### config.mk
export PLATFORM = sky130hd
export DESIGN_NAME = id_ex_stage
export DESIGN_NICKNAME = d
export VERILOG_FILES = /design/src/rtl/id_ex_stage.sv
export SDC_FILE = /design/constraint.sdc
export NUM_CORES = 1
export LEC_CHECK = 0
export BUFFER_PORTS_ARGS = -buffer_cell sky130_fd_sc_hd__buf_2
export CAP_MARGIN = 0
export CORE_AREA = 2 2 126 128
export CTS_CLUSTER_DIAMETER = 80
export DETAILED_ROUTE_END_ITERATION = 12
export DIE_AREA = 0 0 128 130
export PLACE_DENSITY = 0.68
export SETUP_SLACK_MARGIN = 0.3
export SLEW_MARGIN = 20
export SYNTH_ARGS = -nofsm -noshare
export SYNTH_HDL_FRONTEND = slang
export SYNTH_SLANG_ARGS = --single-unit
### constraint.sdc
create_clock -name clock -period 1.8 [get_ports clock]
set_input_delay 0.09 -clock clock [delete_from_list [all_inputs] [get_ports clock]]
set_output_delay 0.09 -clock clock [all_outputs]
set_load 0.005 [all_outputs]
### src/rtl/id_ex_stage.sv
// id_ex_stage: decode-to-execute pipeline register with operand forwarding,
// load-use hazard detection, bubble insertion and a saturating stall counter.
module id_ex_stage #(
    parameter int unsigned DATA_W   = 32,
    parameter int unsigned REG_AW   = 5,
    parameter int unsigned ALU_OP_W = 4,
    parameter int unsigned CNT_W    = 16
) (
    input  logic                clock,
    input  logic                reset,
    input  logic                id_valid,
    input  logic [REG_AW-1:0]   id_rs,
    input  logic [REG_AW-1:0]   id_rt,
    input  logic                id_uses_rt,
    input  logic [REG_AW-1:0]   id_rd,
    input  logic [DATA_W-1:0]   id_rdata1,
    input  logic [DATA_W-1:0]   id_rdata2,
    input  logic [DATA_W-1:0]   id_imm,
    input  logic [ALU_OP_W-1:0] id_alu_op,
    input  logic                id_alu_src_imm,
    input  logic                id_reg_write,
    input  logic                id_mem_read,
    input  logic                id_mem_write,
    input  logic [DATA_W-1:0]   ex_alu_result,
    input  logic [REG_AW-1:0]   wb_reg,
    input  logic [DATA_W-1:0]   wb_data,
    input  logic                wb_we,
    input  logic                flush,
    output logic                stall_out,
    output logic                ex_valid,
    output logic [REG_AW-1:0]   ex_rd,
    output logic [ALU_OP_W-1:0] ex_alu_op,
    output logic                ex_alu_src_imm,
    output logic                ex_reg_write,
    output logic                ex_mem_read,
    output logic                ex_mem_write,
    output logic [DATA_W-1:0]   ex_op_a,
    output logic [DATA_W-1:0]   ex_op_b,
    output logic [DATA_W-1:0]   ex_imm,
    output logic [CNT_W-1:0]    stall_count
);

    logic                valid_q, valid_d;
    logic [REG_AW-1:0]   rd_q, rd_d;
    logic [ALU_OP_W-1:0] alu_op_q, alu_op_d;
    logic                src_imm_q, src_imm_d;
    logic                reg_write_q, reg_write_d;
    logic                mem_read_q, mem_read_d;
    logic                mem_write_q, mem_write_d;
    logic [DATA_W-1:0]   op_a_q, op_a_d;
    logic [DATA_W-1:0]   op_b_q, op_b_d;
    logic [DATA_W-1:0]   imm_q, imm_d;
    logic [CNT_W-1:0]    count_q, count_d;

    logic                hazard;
    logic                ex_fwd_ok;
    logic [DATA_W-1:0]   fwd_a, fwd_b;

    // Register 0 reads as zero; EX beats WB because it is the younger write.
    function automatic logic [DATA_W-1:0] select_operand(
        input logic [REG_AW-1:0] addr,
        input logic [DATA_W-1:0] rf_data,
        input logic              ex_ok,
        input logic [REG_AW-1:0] ex_dst,
        input logic [DATA_W-1:0] ex_res,
        input logic              wb_en,
        input logic [REG_AW-1:0] wb_dst,
        input logic [DATA_W-1:0] wb_val
    );
        logic [DATA_W-1:0] r;
        if (addr == '0)
            r = '0;
        else if (ex_ok && ex_dst == addr)
            r = ex_res;
        else if (wb_en && wb_dst == addr)
            r = wb_val;
        else
            r = rf_data;
        return r;
    endfunction

    // Load-use hazard detection and upstream stall request.
    always_comb begin
        hazard = id_valid && valid_q && mem_read_q && (rd_q != '0) &&
                 ((rd_q == id_rs) || (id_uses_rt && rd_q == id_rt));
        stall_out = hazard && !flush;
    end

    // Forwarding muxes for both source operands.
    always_comb begin
        ex_fwd_ok = valid_q && reg_write_q && !mem_read_q;
        fwd_a = select_operand(id_rs, id_rdata1, ex_fwd_ok, rd_q, ex_alu_result,
                               wb_we, wb_reg, wb_data);
        fwd_b = select_operand(id_rt, id_rdata2, ex_fwd_ok, rd_q, ex_alu_result,
                               wb_we, wb_reg, wb_data);
    end

    // Next-state: bubble on flush, hazard or empty slot; otherwise load decode.
    always_comb begin
        valid_d     = 1'b0;
        rd_d        = '0;
        alu_op_d    = '0;
        src_imm_d   = 1'b0;
        reg_write_d = 1'b0;
        mem_read_d  = 1'b0;
        mem_write_d = 1'b0;
        op_a_d      = '0;
        op_b_d      = '0;
        imm_d       = '0;
        if (!flush && !hazard && id_valid) begin
            valid_d     = 1'b1;
            rd_d        = id_rd;
            alu_op_d    = id_alu_op;
            src_imm_d   = id_alu_src_imm;
            reg_write_d = id_reg_write;
            mem_read_d  = id_mem_read;
            mem_write_d = id_mem_write;
            op_a_d      = fwd_a;
            op_b_d      = fwd_b;
            imm_d       = id_imm;
        end
    end

    // Saturating count of load-use stall cycles.
    always_comb begin
        count_d = count_q;
        if (stall_out && count_q != '1)
            count_d = count_q + 1'b1;
    end

    // Pipeline register and counter update with synchronous reset.
    always_ff @(posedge clock) begin
        if (reset) begin
            valid_q     <= 1'b0;
            rd_q        <= '0;
            alu_op_q    <= '0;
            src_imm_q   <= 1'b0;
            reg_write_q <= 1'b0;
            mem_read_q  <= 1'b0;
            mem_write_q <= 1'b0;
            op_a_q      <= '0;
            op_b_q      <= '0;
            imm_q       <= '0;
            count_q     <= '0;
        end else begin
            valid_q     <= valid_d;
            rd_q        <= rd_d;
            alu_op_q    <= alu_op_d;
            src_imm_q   <= src_imm_d;
            reg_write_q <= reg_write_d;
            mem_read_q  <= mem_read_d;
            mem_write_q <= mem_write_d;
            op_a_q      <= op_a_d;
            op_b_q      <= op_b_d;
            imm_q       <= imm_d;
            count_q     <= count_d;
        end
    end

    assign ex_valid       = valid_q;
    assign ex_rd          = rd_q;
    assign ex_alu_op      = alu_op_q;
    assign ex_alu_src_imm = src_imm_q;
    assign ex_reg_write   = reg_write_q;
    assign ex_mem_read    = mem_read_q;
    assign ex_mem_write   = mem_write_q;
    assign ex_op_a        = op_a_q;
    assign ex_op_b        = op_b_q;
    assign ex_imm         = imm_q;
    assign stall_count    = count_q;

endmodule

Word-level counts from Yosys, hierarchy flattened
Index checks and enable logic that the tools add are counted.
{"block": "word_totals", "out_inout_bits": 127, "wordCells": 48, "reg_bits": 126, "in_bits": 194}
{"block": "op_classes", "addsub": 1, "bitwise_logic": 1, "n_mux": 5, "n_eq_ne": 5, "reduce_logical": 25}
{"cell": "$mux W32", "count": 4}
{"cell": "$eq A5 B5 Y1", "count": 4}
{"cell": "$add A16 B1 Y16 const B", "count": 1}
{"cell": "$ne A16 B16 Y1 const B", "count": 1}
{"cell": "$logic_and A1 B1 Y1", "count": 15}
{"cell": "$logic_not A5 Y1", "count": 2}
{"cell": "$reduce_or A3 Y1", "count": 2}
{"cell": "$reduce_bool A5 Y1", "count": 1}
{"cell": "$logic_not A1 Y1", "count": 3}
{"cell": "$reduce_or A2 Y1", "count": 1}
{"cell": "$logic_or A1 B1 Y1", "count": 1}
{"cell": "$mux W1", "count": 1}
{"cell": "$not A1 Y1", "count": 1}

Longest topological paths before layout
{"block": "logic_depth", "ltp_word": 9, "depth_mapped": 7, "depth_no_buf": 6}

Least setup slack after synthesis
OpenSTA, ideal clock, no wires.
{"block": "synth_timing", "path_kind": "flip-flop to flip-flop", "start": "register rd_q[1], in the netlist ex_rd[1]", "end": "register count_q[14], in the netlist stall_count[14]", "n_path_buf": 0, "t_required_ps": 1730, "setup_time_ps": 70, "path_stages_with_launch": 6, "arrival_ps": 1758, "setup_slack_ps": -28, "synth_period_minus_slack_ps": 1828, "path_cell_list": "dfxtp_1 > nor4_1 > a21o_1 > or4b_4 > or4_1 > a21oi_1"}
{"block": "synth_between", "elab_chain_cells": 6, "elab_cells_between_ends": 9, "cone_classes": "eq/ne: 2; reduce/logical: 7"}
{"item": "from (decl)", "line_no": "44", "text": "logic [REG_AW-1:0] rd_q, rd_d;"}
{"item": "from (signal assigned)", "line_no": "147", "text": "rd_q <= rd_d;"}
{"item": "$eq A5 B5 Y1", "line_no": "85", "text": "((rd_q == id_rs) || (id_uses_rt && rd_q == id_rt));"}
{"item": "$logic_and A1 B1 Y1", "line_no": "85"}
{"item": "$logic_or A1 B1 Y1", "line_no": "85"}
{"item": "$logic_and A1 B1 Y1 (*)", "line_no": "84", "text": "hazard = id_valid && valid_q && mem_read_q && (rd_q != '0) &&"}
{"item": "$logic_and A1 B1 Y1 (*)", "line_no": "86", "text": "stall_out = hazard && !flush;"}
{"item": "$logic_and A1 B1 Y1 (*)", "line_no": "127", "text": "if (stall_out && count_q != '1)"}
{"item": "to (signal assigned)", "line_no": "156", "text": "count_q <= count_d;"}
{"item": "to (decl)", "line_no": "53", "text": "logic [CNT_W-1:0] count_q, count_d;"}
Every way passes the cells marked *; elsewhere a longest branch is shown, timed or not.
A chain may end at the register's enable or synchronous reset.

Final worst setup path
{"block": "layout_timing", "start": "register rd_q[3], in the netlist ex_rd[3]", "end": "register count_q[14], in the netlist stall_count[14]"}
Same word-level chain as after synthesis.

==> impl_metrics.toml <==
[run_status]
status = "complete, but fails checks"
failed_checks = "negative setup slack"

[power_and_ir_drop]
overall_power_of_the_completed_layout_mw = 7.25
p_leak_nw = 4.96
ir_drop_mv = 0.579
power_density_nw_per_um2 = 692

[worst_setup_path]
worst-endpoint-required_ps = 2140
setup.worst_path.start_class = "flop"
path_delay_family = "simple AND/OR/NAND/NOR gates"
worstPathMaxFanout = 4
r2r_start = "ex_rd[3]$_SDFF_PP0_"
worst_path_largest_cell_delay_ps = 530
critical_path.slowest_cell = "or4b_4"
timing.critical_path.from = "ex_rd[3]$_SDFF_PP0_"
cp_cell_sequence = "buf_6 > nor4_4 > a21o_1 > or4b_4 > or4_4 > a21oi_2"
cp_num_buf_inv = 1
arrival_ps = 2270
path_class = "flop to flop"
critPathCaptureType = "flop"

[synthesis]
yosysMostFrequentCell = "nand2_1"
compound_cell_area_share_of_the_yosys_netlist_pct = 14.8
leading_cell_types_by_count_after_synthesis = "143 x nand2_1, 126 x dfxtp_1, 78 x nor2_1"
synth_async_sr_flop_share_pct = 0
mappedNetlistArea_sq_um = 5190
yosys-mux-area-fraction_pct = 1.08
synth_enable_flop_cells = 0
post_synth_top_area_share_pct = 48.6
synth_largest_area_cell = "dfxtp_1"
synth-xor-area-share_pct = 2.87
synth_ff_type = "dfxtp_1"
syn_inst = 617
synth.area.top_cells = "dfxtp_1 49%, a311oi_1 11%, nand2_1 10%, nor2_1 5.6%, and2_1 5.5%"
synth_warnings = 0
synth-adder-area-share_pct = 0.241
synth_top_family_by_area = "simple AND/OR/NAND/NOR gates"
post_synth.cell_area_avg_sq_um = 8.41
synth-seq-cells = 126
synth_simple_gate_area_share_pct = 28.8
synthesis.nets = 812
yosysSeqAreaShare_pct = 48.6
synth_cell_types = 41

[flow_run]
max_capacitance_violation_count = 0

[finish]
multi_input_comb_area_sq_um = 2980
register_area_sq_um = 2560
design.final.nets = 1352
post_route_cells_drive_above_1_share_pct = 45.0
final_core_util_pct = 68.0
synthToLayoutAreaGrowth_pct = 102
filler_cell_count = 1116
post-route-cell-area_sq_um = 10500

[drt]
viasPerCell = 5.33
detail_route.drc_violations = 0
routed_wirelength_um = 26500
drt-wirelength-per-cell_um = 19.4
met3_routed_wirelength_um = 2210
routed.top_layer = "met4"
drt-pass1-iter-count = 5
vias = 7269
drt_iter0_markers = 512
final_antenna_net_count = 0
routed-wl-met2_um = 13200
routedLengthMet1_um = 9670

[clocking]
cts_root_buf = "clkbuf_16"
clock_tree_from_tritoncts = "done"
cts.sinks = 126
insertion_delay_ps = 420
path_clk_slew_ps = 60
h-tree-depth = 4
cts.path.max_buffers = 2
total_clock_buffers_created_by_cts = 17

[floorplan]
start_util_pct = 33.7
fp.dieH_um = 130
std_cell_rows = 46
chipWidth_um = 128
boundary_pins = 321
core_region_area_sq_um = 15400
die-area_sq_um = 16600

[sta]
setup_viol = 116
tightestPinTransition_ps = 420
final_hold_violation_count = 0
achievable-frequency_mhz = 517
slew_violations = 0
slew_headroom_pct = 72.0
final.setup.tns_ps = -7480
worst_clock_skew_ps = 11.4
final_min_period_over_clock_period_pct = 108
fin_ws_ps = -135
grt_setup_unrepaired = "true"
min_period_ps = 1940

[global_route]
first_global_vias = 7384
antenna_violations_before_repair = 1
grt_start_max_net_pins = 65
track_usage_pct = 28.6
grt_remaining_overflow = 0
first_pass_grt_wire_length_um = 36700

[min_path]
hold_path.class = "input pin to flop"
hold_path.startpoint = "reset"

[placed_design]
gpl.final_weighted_congestion = 0.873
dpl_worst_slack_ps = -168
hpwl_um = 14500
dpl-instance-area_sq_um = 7490
io_buffer_count = 320
==> final timing paths <==
| path | depth (start not counted) | endpoint | slack, ps |
|---|---|---|---|
| setup / recovery | 6 | stall_count[14]$_SDFFE_PP0P_ | -140 |
| hold / removal | 3 | stall_count[0]$_SDFFE_PP0P_ | 160 |
| setup reg to reg | 6 | stall_count[14]$_SDFFE_PP0P_ | -140 |
| hold reg to reg | 2 | stall_count[7]$_SDFFE_PP0P_ | 530 |
==> state kept, by name, summed over array words and instances (netlist names) <==
signal,count
ex_valid,1
ex_alu_src_imm,1
ex_rd,5
ex_mem_read,1
ex_imm,32
ex_op_a,32
ex_alu_op,4
ex_op_b,32
ex_mem_write,1
stall_count,16
ex_reg_write,1
==> what timing repair did <==
item	in CTS	in global routing
pin swaps	10	10
buffers inserted	9	4
cloned	1	4
hold endpoints to repair	109	0
hold buffers	173	0
endpoints found under the setup margin	127	127
gates resized for setup	33	63
==> per-layer routing <==
metal  up-vias  global-route usage [%]
li1       3233                       -
met3       121                    7.95
met2       486                    51.5
met1      3429                    29.5
met5         -                       0
met4         0                    17.6
==> worst register-to-register path: stages (launching register included) <==
cell	delay (ps)
dfxtp_4	380
buf_6	110
nor4_4	40
a21o_1	220
or4b_4	530
or4_4	450
a21oi_2	130
==> power breakdown <==
group | internal [mW] | leakage [nW] | switching, mW | total [mW]
logic | 0.599 | 3.64 | 0.429 | 1.03
registers | 2.85 | 1.04 | 0.0248 | 2.88
clock network | 2.00 | 0.278 | 1.35 | 3.35
total | 5.45 | 4.96 | 1.80 | 7.25
==> layout make-up <==
class,instances,share of cell area (%)
inverters,7,0.251
multi-input cells,443,28.4
repair buffers,562,39.0
clock buffers,21,4.80
well taps,192,2.29
clock inverters,11,0.764
diodes,2,0.0477
flip-flops and latches,126,24.5
==> logic make-up (layout without fill, tap and decap cells) <==
| family | count (synthesis) | after routing |
|---|---|---|
| buf+inv | 48 | 601 |
| simple gates | 326 | 326 |
| compound gates | 94 | 94 |
| other cells | 0 | 2 |
| mux | 5 | 5 |
| xor+xnor | 17 | 17 |
| flops | 126 | 126 |
| fa+ha+maj | 1 | 1 |
==> placed cells by master, fill, tap and decap left out, drive strengths merged, types with 2 or more instances in the layout <==
cell,count
a21oi,10
a311oi,64
and2,46
and3,2
buf,385
clkbuf,24
clkinv,6
clkinvlp,4
dfxtp,126
diode,2
dlygate4sd3,173
inv,8
mux2,5
nand2,143
nand2b,4
nand3,11
nand4,5
nor2,78
nor2b,6
nor3,7
nor4,8
o211ai,2
o21ai,4
o31ai,2
o41ai,3
or3,5
or4,3
or4b,4
xor2,16
==> metrics by stage <==
stage	cells	hold slack (ps)
3_5_place_dp	1139	291
3_3_place_gp	1139	291
4_1_cts	1354	126
5_1_grt	1363	173
6_report	1364	158
2_1_floorplan	617	211
Note: power is estimated with default switching activity, not from simulation.
